--- config.mk ---
export PLATFORM = sky130hd
export DESIGN_NAME = mul_scheduler
export DESIGN_NICKNAME = d
export VERILOG_FILES = /design/src/rtl/constants_pkg.sv /design/src/rtl/structure_pkg.sv /design/src/rtl/mul_slot_tracker.sv /design/src/rtl/mul_scheduler.sv
export SDC_FILE = /design/constraint.sdc
export NUM_CORES = 1
export LEC_CHECK = 0
export BUFFER_PORTS_ARGS = -buffer_cell sky130_fd_sc_hd__buf_2
export CAP_MARGIN = 10
export CORE_AREA = 2 2 62 64
export DETAILED_ROUTE_END_ITERATION = 10
export DIE_AREA = 0 0 64 66
export GPL_TIMING_DRIVEN = 0
export MAX_ROUTING_LAYER = met4
export PLACE_DENSITY = 0.84
export REMOVE_ABC_BUFFERS = 1
export SYNTH_ARGS = -nofsm -noshare
export SYNTH_HDL_FRONTEND = slang
export SYNTH_SLANG_ARGS = --single-unit
--- constraint.sdc ---
create_clock -name clk -period 5.5 [get_ports clk]
set_clock_uncertainty 0.05 [all_clocks]
set_input_delay 0.55 -clock clk [delete_from_list [all_inputs] [get_ports clk]]
set_output_delay 0.55 -clock clk [all_outputs]
set_load 0.1 [all_outputs]
--- src/rtl/constants_pkg.sv ---
// rtl/constants_pkg.sv - shared numeric constants for the multiply scheduler
package constants_pkg;

  // Default fixed latency of the pipelined multiplier (legal 2..8)
  localparam int MUL_LAT_DEFAULT = 4;

  localparam int REG_IDX_W = 5;
  localparam int CNT_W     = 4;
  localparam int PERF_W    = 32;

endpackage

--- src/rtl/structure_pkg.sv ---
// rtl/structure_pkg.sv - slot record and stall cause encoding for the multiply scheduler
package structure_pkg;

  typedef struct packed {
    logic       valid;
    logic [4:0] rd;
  } mul_slot_t;

  typedef enum logic [1:0] {
    CAUSE_NONE = 2'd0,
    CAUSE_RAW  = 2'd1,
    CAUSE_WB   = 2'd2
  } stall_cause_e;

  // True when a live slot will write a non-zero register equal to idx
  function automatic logic slot_hits(input mul_slot_t s, input logic [4:0] idx);
    return s.valid && (s.rd != 5'd0) && (s.rd == idx);
  endfunction

endpackage

--- src/rtl/mul_slot_tracker.sv ---
// rtl/mul_slot_tracker.sv - shift register of in-flight multiplies plus occupancy counter
module mul_slot_tracker
  import structure_pkg::*;
#(
  parameter int MUL_LAT = 4
) (
  input  logic                    clk,
  input  logic                    rst,
  input  logic                    advance,
  input  logic                    issue,
  input  logic [4:0]              issue_rd,
  output mul_slot_t [MUL_LAT:1]   slots,
  output logic [3:0]              inflight_cnt
);

  mul_slot_t new_slot;
  logic      do_issue;
  logic      do_retire;

  assign new_slot  = issue ? {1'b1, issue_rd} : '0;
  assign do_issue  = issue & advance;
  // Whatever sits in the last slot drops out on an advancing edge
  assign do_retire = slots[MUL_LAT].valid & advance;

  // Slot pipeline: shift toward slot MUL_LAT when advancing, hold otherwise
  always_ff @(posedge clk or negedge rst) begin
    if (!rst) begin
      slots <= '0;
    end else if (advance) begin
      slots <= {slots[MUL_LAT-1:1], new_slot};
    end
  end

  // Occupancy: +1 on issue, -1 on retire, unchanged when both or neither
  always_ff @(posedge clk or negedge rst) begin
    if (!rst) begin
      inflight_cnt <= 4'd0;
    end else begin
      case ({do_issue, do_retire})
        2'b10:   inflight_cnt <= inflight_cnt + 4'd1;
        2'b01:   inflight_cnt <= inflight_cnt - 4'd1;
        default: inflight_cnt <= inflight_cnt;
      endcase
    end
  end

endmodule

--- src/rtl/mul_scheduler.sv ---
// rtl/mul_scheduler.sv - multiply issue/hazard scheduler; MUL_SCHED_PERF_EN adds perf counters
module mul_scheduler
  import constants_pkg::*;
  import structure_pkg::*;
#(
  parameter int MUL_LAT = MUL_LAT_DEFAULT
) (
  input  logic        clk,
  input  logic        rst,
  input  logic        dec_valid,
  input  logic        dec_is_m,
  input  logic [4:0]  dec_rd,
  input  logic [4:0]  dec_rs1,
  input  logic [4:0]  dec_rs2,
  input  logic        dec_uses_rs1,
  input  logic        dec_uses_rs2,
  input  logic        stall_in,
  input  logic        br_kill,
  output logic        mul_issue,
  output logic        mul_advance,
  output logic        wb_sel_mul,
  output logic [4:0]  wb_rd,
  output logic        dec_stall,
  output logic [1:0]  stall_cause,
`ifdef MUL_SCHED_PERF_EN
  output logic [3:0]  inflight_cnt,
  output logic [31:0] perf_mul_issued,
  output logic [31:0] perf_raw_stall,
  output logic [31:0] perf_wb_stall
`else
  output logic [3:0]  inflight_cnt
`endif
);

  mul_slot_t [MUL_LAT:1] slots;
  logic                  hazard_raw;
  logic                  hazard_wb;
  stall_cause_e          cause;

  assign mul_advance = ~stall_in;

  mul_slot_tracker #(.MUL_LAT(MUL_LAT)) u_tracker (
    .clk          (clk),
    .rst          (rst),
    .advance      (mul_advance),
    .issue        (mul_issue),
    .issue_rd     (dec_rd),
    .slots        (slots),
    .inflight_cnt (inflight_cnt)
  );

  // Dependency check of the decode instruction against every in-flight multiply
  always_comb begin
    hazard_raw = 1'b0;
    for (int k = 1; k <= MUL_LAT; k++) begin
      if ((dec_uses_rs1 && slot_hits(slots[k], dec_rs1)) ||
          (dec_uses_rs2 && slot_hits(slots[k], dec_rs2)) ||
          slot_hits(slots[k], dec_rd)) begin
        hazard_raw = 1'b1;
      end
    end
    hazard_raw = hazard_raw & dec_valid;
  end

  // A single-cycle op issued now would hit the memory stage alongside slot MUL_LAT-1
  assign hazard_wb = dec_valid & ~dec_is_m & slots[MUL_LAT-1].valid;

  // Stall decision and cause; RAW takes priority when both hazards are present
  always_comb begin
    dec_stall = ~br_kill & (hazard_raw | hazard_wb);
    cause     = CAUSE_NONE;
    if (dec_stall) begin
      cause = hazard_raw ? CAUSE_RAW : CAUSE_WB;
    end
  end

  assign stall_cause = cause;
  // Gated with rst so nothing launches while reset is held
  assign mul_issue   = rst & dec_valid & dec_is_m & ~dec_stall & ~stall_in & ~br_kill;
  assign wb_sel_mul  = slots[MUL_LAT].valid;
  assign wb_rd       = slots[MUL_LAT].valid ? slots[MUL_LAT].rd : 5'd0;

`ifdef MUL_SCHED_PERF_EN
  // Saturating event counters: issues, RAW stall cycles, writeback stall cycles
  always_ff @(posedge clk or negedge rst) begin
    if (!rst) begin
      perf_mul_issued <= '0;
      perf_raw_stall  <= '0;
      perf_wb_stall   <= '0;
    end else begin
      if (mul_issue && perf_mul_issued != '1) perf_mul_issued <= perf_mul_issued + 32'd1;
      if (cause == CAUSE_RAW && perf_raw_stall != '1) perf_raw_stall <= perf_raw_stall + 32'd1;
      if (cause == CAUSE_WB && perf_wb_stall != '1) perf_wb_stall <= perf_wb_stall + 32'd1;
    end
  end
`else
  // Counters are not built in this configuration
`endif

endmodule

==> metrics.md, run 1 <==
| Metric | Value |
|---|---|
| Net Sw Frac | `40.90%` |
| Chip height | `66 um` |
| GP Congestion | `0.9410` |
| Gr ovfl total | `0` |
| Initial antenna violation count | `0` |
| Antenna viol nets, final | `0` |
| Critical path endpoint category | `primary output` |
| Synth Register Bits | `28` |
| Post-synthesis cell type count | `31` |
| Number of global-route vias before repair | `1487` |
| Mapped Cells | `209` |
| Crit-path cells | `or4_1 -> o21ai_1 -> a31oi_1 -> nor4_2 -> nor3b_2 -> buf_2` |
| Root Driver | `clkbuf_4` |
| Die X | `64 um` |
| Critical Path Fanout Max | `11` |
| IO Pins | `38` |
| GRT Overall Usage | `22.91%` |
| Num CTS Buffers | `3` |
| Reg-to-Reg End | `u_tracker.inflight_cnt[3]` |
| WL final | `4337 um` |
| CP max stage delay | `0.89 ns` |
| Hold-fix buffers at CTS | `0` |
| Post-CTS Setup Inserts | `0` |
| CTS tree | `done` |
| Largest net degree at the start of global routing | `30` |
| Synthesized cell area | `0.002061 mm^2` |
| First-pass GRT wire length | `7334 um` |
| # diodes | `0` |
| Slowest cell on crit path | `nor4_2` |
| Drt pass-1 iters | `4` |
| Met3 usage | `2.215%` |
| DR iter-0 viols | `70` |
| CTS Sinks | `28` |
| Combinational share of power | `37.9%` |
| Area leader, netlist | `dfrtp_1` |
| P_sw | `251.1 uW` |
| Fmax | `0.2653 GHz` |
| Post-synth top cells | `xor2_1 (46), dfrtp_1 (28), clkbuf_1 (19)` |
| Clock tree buffer depth | `2` |
| Area of the multi-input gates | `0.001222 mm^2` |
| Layout Nets | `251` |
| Core ar. | `0.003551 mm^2` |
| RSZ-0062 raised after global routing | `false` |
| Placed insts | `267` |
| Wire per inst | `16.00 um` |
| Final worst-path cycle share | `68.54%` |
| Worst Tran Pin Value | `1.010 ns` |
| HP Class | `input port to asynchronous set/reset pin` |
| Clock share of power | `21.7%` |
| Post-DP HPWL | `3227 um` |
| Met2 demand-to-capacity share in global routing | `36.98%` |
| Hold Vio Cnt, Final | `0` |
| Flop pwr share | `40.4%` |
| Syn avg cell area | `9.860 um^2` |
| Layout area overhead | `8.500%` |
| Top Usage Layer GRT | `met2` |
| Setup TNS | `0 ns` |
| Area contributors post-synth | `dfrtp_1 (34%), xor2_1 (20%), mux2_2 (9.8%), xnor2_1 (7.7%), clkbuf_1 (3.5%)` |
| Register area share after synthesis | `34.00%` |
| # port buffers | `37` |
| Slew Limit Fails | `0` |
| Startpoint types | `flop` |
| Finished Core Util | `62.97%` |
| Ys flop type | `dfrtp_1` |
| Asr flop ratio synth | `100.0%` |
| Final Non-Filler Cells | `271` |
| Post-synth EDFFs | `0` |
| FF+latch area | `700.7 um^2` |
| Slew HR | `32.08%` |
| Die Footprint | `0.004224 mm^2` |
| P_leak | `0.001122 uW` |
| Reg2Reg Depth | `12` |
| Count leader, synth | `xor2_1` |
| Pint | `362.9 uW` |
| Number of max-cap violations | `0` |
| DR DRC count | `0` |
| CP arrival | `3.17 ns` |
| Crit path launch | `u_tracker.slots[13]` |
| Crit path to | `stall_cause[1]` |
| Clock Latency Late Sink | `0.33 ns` |
| Launch point of the worst reg-to-reg path | `u_tracker.slots[13]` |
| Crit path kind | `flop to primary output` |
| Via density | `5.701` |
| Layout cells sized above 1 | `27.35%` |
| Core Rows | `22` |
| Tmin final | `3.770 ns` |
| Cts repair resizes | `0` |
| Ys Warns | `0` |
| Setup-failing EPs final | `0` |
| Status | `completed` |
| Required @ worst endpoint | `4.90 ns` |
| Post-synth top area share | `34.00%` |
| Initial Utilization | `58.03%` |
| H-tree levels | `1` |
| R2R setup slack | `1.85 ns` |
| Max VDD drop | `0.3514 mV` |
| FILL cells | `315` |
| Reg clk slew, reported paths | `0.15 ns` |
| Met1 Use GR | `31.24%` |
| P per Cell Area | `274.6 mW/mm^2` |
| Via count | `1545` |
metrics by stage:
stage	area [um^2]	setup slack, ns	hold slack, ns	power, uW
floorplan	1938	1.855	0.2044	429.0
global placement	2183	1.898	0.4058	480.7
detailed placement	2183	1.820	0.4022	485.8
CTS	2236	1.693	0.1718	619.7
global route	2236	1.498	0.1881	648.1
finish	2236	1.730	0.1594	614.0
routing by layer:
layer	up-vias	part of all wire [%]
met4	0	0.90
met1	765	48
li1	734	-
met2	40	48
met5	-	0
met3	6	3.6
cell usage in the layout (no fill, tap or decap), drive strengths merged, types with 2 or more instances in the layout:
cell type,n
ha,3
nand2b,2
clkbuf,3
nand3,12
buf,37
xor2,46
nor4,9
nand2,3
nor2,2
dfrtp,28
xnor2,18
a32o,5
a21oi,2
inv,4
mux2,18
or4,4
nor3,5
a31oi,4
and2,6
o21ai,5
flip-flops by register name (all words and copies together) (netlist names):
name / flops
u_tracker.slots: 24
u_tracker.inflight_cnt: 4
how the worst min path moves through the flow:
| stage | to | slack, ns | cells after the start |
|---|---|---|---|
| 6_report | u_tracker.inflight_cnt[0] | 0.16 | 1 |
| 5_1_grt | u_tracker.inflight_cnt[0] | 0.19 | 1 |
| 4_1_cts | u_tracker.inflight_cnt[0] | 0.17 | 1 |
| 3_5_place_dp | u_tracker.inflight_cnt[3] | 0.40 | 1 |
| 3_3_place_gp | u_tracker.inflight_cnt[3] | 0.41 | 1 |
| 2_1_floorplan | u_tracker.inflight_cnt[0] | 0.20 | 0 |
cell families (layout without fill, tap and decap cells):
| family | count (synthesis) | in the layout | share of synthesized area (%) |
|---|---|---|---|
| XOR/XNOR | 64 | 64 | 27.20 |
| AND/OR/NAND/NOR | 45 | 45 | 12.87 |
| buffers and inverters | 31 | 45 | 6.679 |
| flip-flops | 28 | 28 | 34.00 |
| multiplexers | 19 | 19 | 10.32 |
| AO/OA/AOI/OAI | 18 | 18 | 6.132 |
| adder cells (fa/ha/maj) | 4 | 4 | 2.793 |
final cells by class:
cell class | instances | share of cell area [%]
clock buffers | 3 | 1.007
well taps | 48 | 2.686
repair buffers | 37 | 8.282
multi-input cells | 150 | 54.67
clock inverters | 1 | 1.343
flip-flops and latches | 28 | 31.34
inverters | 4 | 0.6715
worst max-delay path: cells and delay by family (launching register included):
kind,cells,cell delay [ns]
flops,1,0.49
simple gates,3,1.72
buf+inv,1,0.44
compound gates,2,0.19
power groups by stage:
stage                     logic [uW]  clock network, uW  registers (uW)
after global placement           229                  0             252
after floorplan                 83.5                  0             346
final                            233                133             248
after detailed placement         234                  0             252
after global routing             249                147             252
after CTS                        234                137             248
(Power assumes the default switching activity.)
==> run 2, diff against run 1 <==
--- a/config.mk
+++ b/config.mk
@@ -7,12 +7,12 @@
 export LEC_CHECK = 0
 export BUFFER_PORTS_ARGS = -buffer_cell sky130_fd_sc_hd__buf_2
 export CAP_MARGIN = 10
-export CORE_AREA = 2 2 62 64
+export CORE_AREA = 2 2 64 66
 export DETAILED_ROUTE_END_ITERATION = 10
-export DIE_AREA = 0 0 64 66
+export DIE_AREA = 0 0 66 68
 export GPL_TIMING_DRIVEN = 0
 export MAX_ROUTING_LAYER = met4
-export PLACE_DENSITY = 0.84
+export PLACE_DENSITY = 0.79
 export REMOVE_ABC_BUFFERS = 1
 export SYNTH_ARGS = -nofsm -noshare
 export SYNTH_HDL_FRONTEND = slang
==> constraint.sdc (replaced) <==
create_clock -name clk -period 3.84 [get_ports clk]
set_clock_uncertainty 0.05 [all_clocks]
set_input_delay 0.384 -clock clk [delete_from_list [all_inputs] [get_ports clk]]
set_output_delay 0.384 -clock clk [all_outputs]
set_load 0.1 [all_outputs]
==> metrics.md, run 2 (synthesized netlist as in run 1, its figures left out) <==
| Metric | Value |
|---|---|
| Status | `completed` |
| Setup-failing EPs final | `0` |
| Worst Tran Pin Value | `0.8787 ns` |
| Final worst-path cycle share | `88.25%` |
| Via count | `1549` |
| IO Pins | `38` |
| RSZ-0062 raised after global routing | `false` |
| GRT Overall Usage | `20.54%` |
| Critical Path Fanout Max | `11` |
| Number of max-cap violations | `0` |
| Clock tree buffer depth | `2` |
| Placed Area | `0.002186 mm^2` |
| Chip height | `68 um` |
| Final hold slack | `0.06292 ns` |
| HP Class | `input port to asynchronous set/reset pin` |
| Max VDD drop | `0.4051 mV` |
| Slew HR | `40.97%` |
| Layout cells sized above 1 | `27.35%` |
| Post-CTS Setup Inserts | `0` |
| Critical path endpoint category | `flop` |
| Finished layout cell area | `0.002250 mm^2` |
| WL final | `4373 um` |
| Number of global-route vias before repair | `1406` |
| Largest net degree at the start of global routing | `30` |
| Most frequent cells in the layout | `xor2_1 (46), buf_2 (37), dfrtp_1 (28)` |
| Gr ovfl total | `0` |
| CTS Sinks | `28` |
| DR iter-0 viols | `103` |
| R2R setup slack | `0.45 ns` |
| CTS tree | `done` |
| Finished Core Util | `58.34%` |
| Power consumption | `873.3 uW` |
| Reg clk slew, reported paths | `0.09 ns` |
| Die Footprint | `0.004488 mm^2` |
| Layout Nets | `251` |
| Clock Latency Late Sink | `0.28 ns` |
| Reg-to-Reg End | `u_tracker.inflight_cnt[3]` |
| # diodes | `0` |
| Fmax | `0.2951 GHz` |
| Max reg flops | `24` |
| Antenna viol nets, final | `0` |
| Num CTS Buffers | `3` |
| Post-DP HPWL | `3138 um` |
| Slew Limit Fails | `0` |
| First-pass GRT wire length | `6734 um` |
| DR DRC count | `0` |
| Core ar. | `0.003856 mm^2` |
| P_leak | `0.001129 uW` |
| Hold Vio Cnt, Final | `0` |
| Core Rows | `23` |
| Required @ worst endpoint | `3.96 ns` |
| H-tree levels | `1` |
| Layout area overhead | `9.168%` |
| Commonest non-fill, non-tap cell in the layout | `xor2_1` |
| FILL cells | `334` |
| Drt pass-1 iters | `4` |
| Initial antenna violation count | `0` |
| Tmin final | `3.389 ns` |
| Reg2Reg Depth | `12` |
| Setup TNS | `0 ns` |
| Initial Utilization | `53.44%` |
| GP Congestion | `0.8805` |
| Startpoint types | `flop` |
| Launch point of the worst reg-to-reg path | `u_tracker.slots[13]` |
| # port buffers | `37` |
| Most flops, register | `u_tracker.slots` |
| Root Driver | `clkbuf_8` |
| Die X | `66 um` |
| P per Cell Area | `388.2 mW/mm^2` |
| Wire per inst | `16.02 um` |
| Largest regs | `u_tracker.slots: 24 flops, u_tracker.inflight_cnt: 4 flops` |
| Crit path kind | `flop to flop` |
| CP arrival | `3.51 ns` |
| Via density | `5.674` |
## run 2: where the power goes
group / switching [uW] / internal (uW)
logic: 240 / 92.8
clock network: 92.1 / 92.0
registers: 34.4 / 322
## run 2: stage by stage
stage          worst slack, ns  cells
4_1_cts                 0.2015    273
3_5_place_dp            0.2324    269
2_1_floorplan           0.3608    182
6_report                0.4511    273
3_3_place_gp            0.1834    269
5_1_grt                 0.2652    273
## run 2: layout make-up
type	count	area, um^2	area share, %
Multi-Input combinational cell	150	1231	54.73
Inverter	4	15.01	0.6674
Sequential cell	28	700.7	31.15
Timing Repair Buffer	37	185.2	8.231
Clock buffer	4	55.05	2.447
Tap cell	50	62.56	2.781
## run 2: how the worst max path moves through the flow
stage                        start                   endpoint  slack [ns]  depth (start not counted)
2_1_floorplan  u_tracker.slots[13]             stall_cause[1]        0.36                          5
3_3_place_gp   u_tracker.slots[13]  u_tracker.inflight_cnt[3]        0.18                         12
3_5_place_dp   u_tracker.slots[13]  u_tracker.inflight_cnt[3]        0.23                         12
4_1_cts        u_tracker.slots[13]  u_tracker.inflight_cnt[3]        0.20                         12
5_1_grt        u_tracker.slots[13]  u_tracker.inflight_cnt[3]        0.27                         12
6_report       u_tracker.slots[13]  u_tracker.inflight_cnt[3]        0.45                         12
## run 2: critical path, cell delays in order (launching register included)
cell and delay, ns:
dfrtp_1 0.47, or4_1 0.53, o21ai_1 0.14, a31oi_1 0.08, nor4_4 0.64, nand2_1 0.15
ha_1 0.26, ha_1 0.27, a21o_1 0.17, a21oi_1 0.16, xnor2_1 0.14, nor2_1 0.07
xor2_1 0.14
## run 2: per-layer routing
layer | part of all wire [%] | GRT usage [%] | vias to the layer above
met5 | 0 | - | -
met3 | 6.6 | 1.480 | 7
li1 | - | - | 731
met2 | 45 | 32.95 | 62
met1 | 47 | 27.42 | 749
met4 | 1.8 | 8.163 | 0
## run 2: what timing repair did
action | in CTS | in global routing
endpoints found under the setup margin | 0 | 1
resized for setup | 0 | 1
hold buffers | 0 | 0
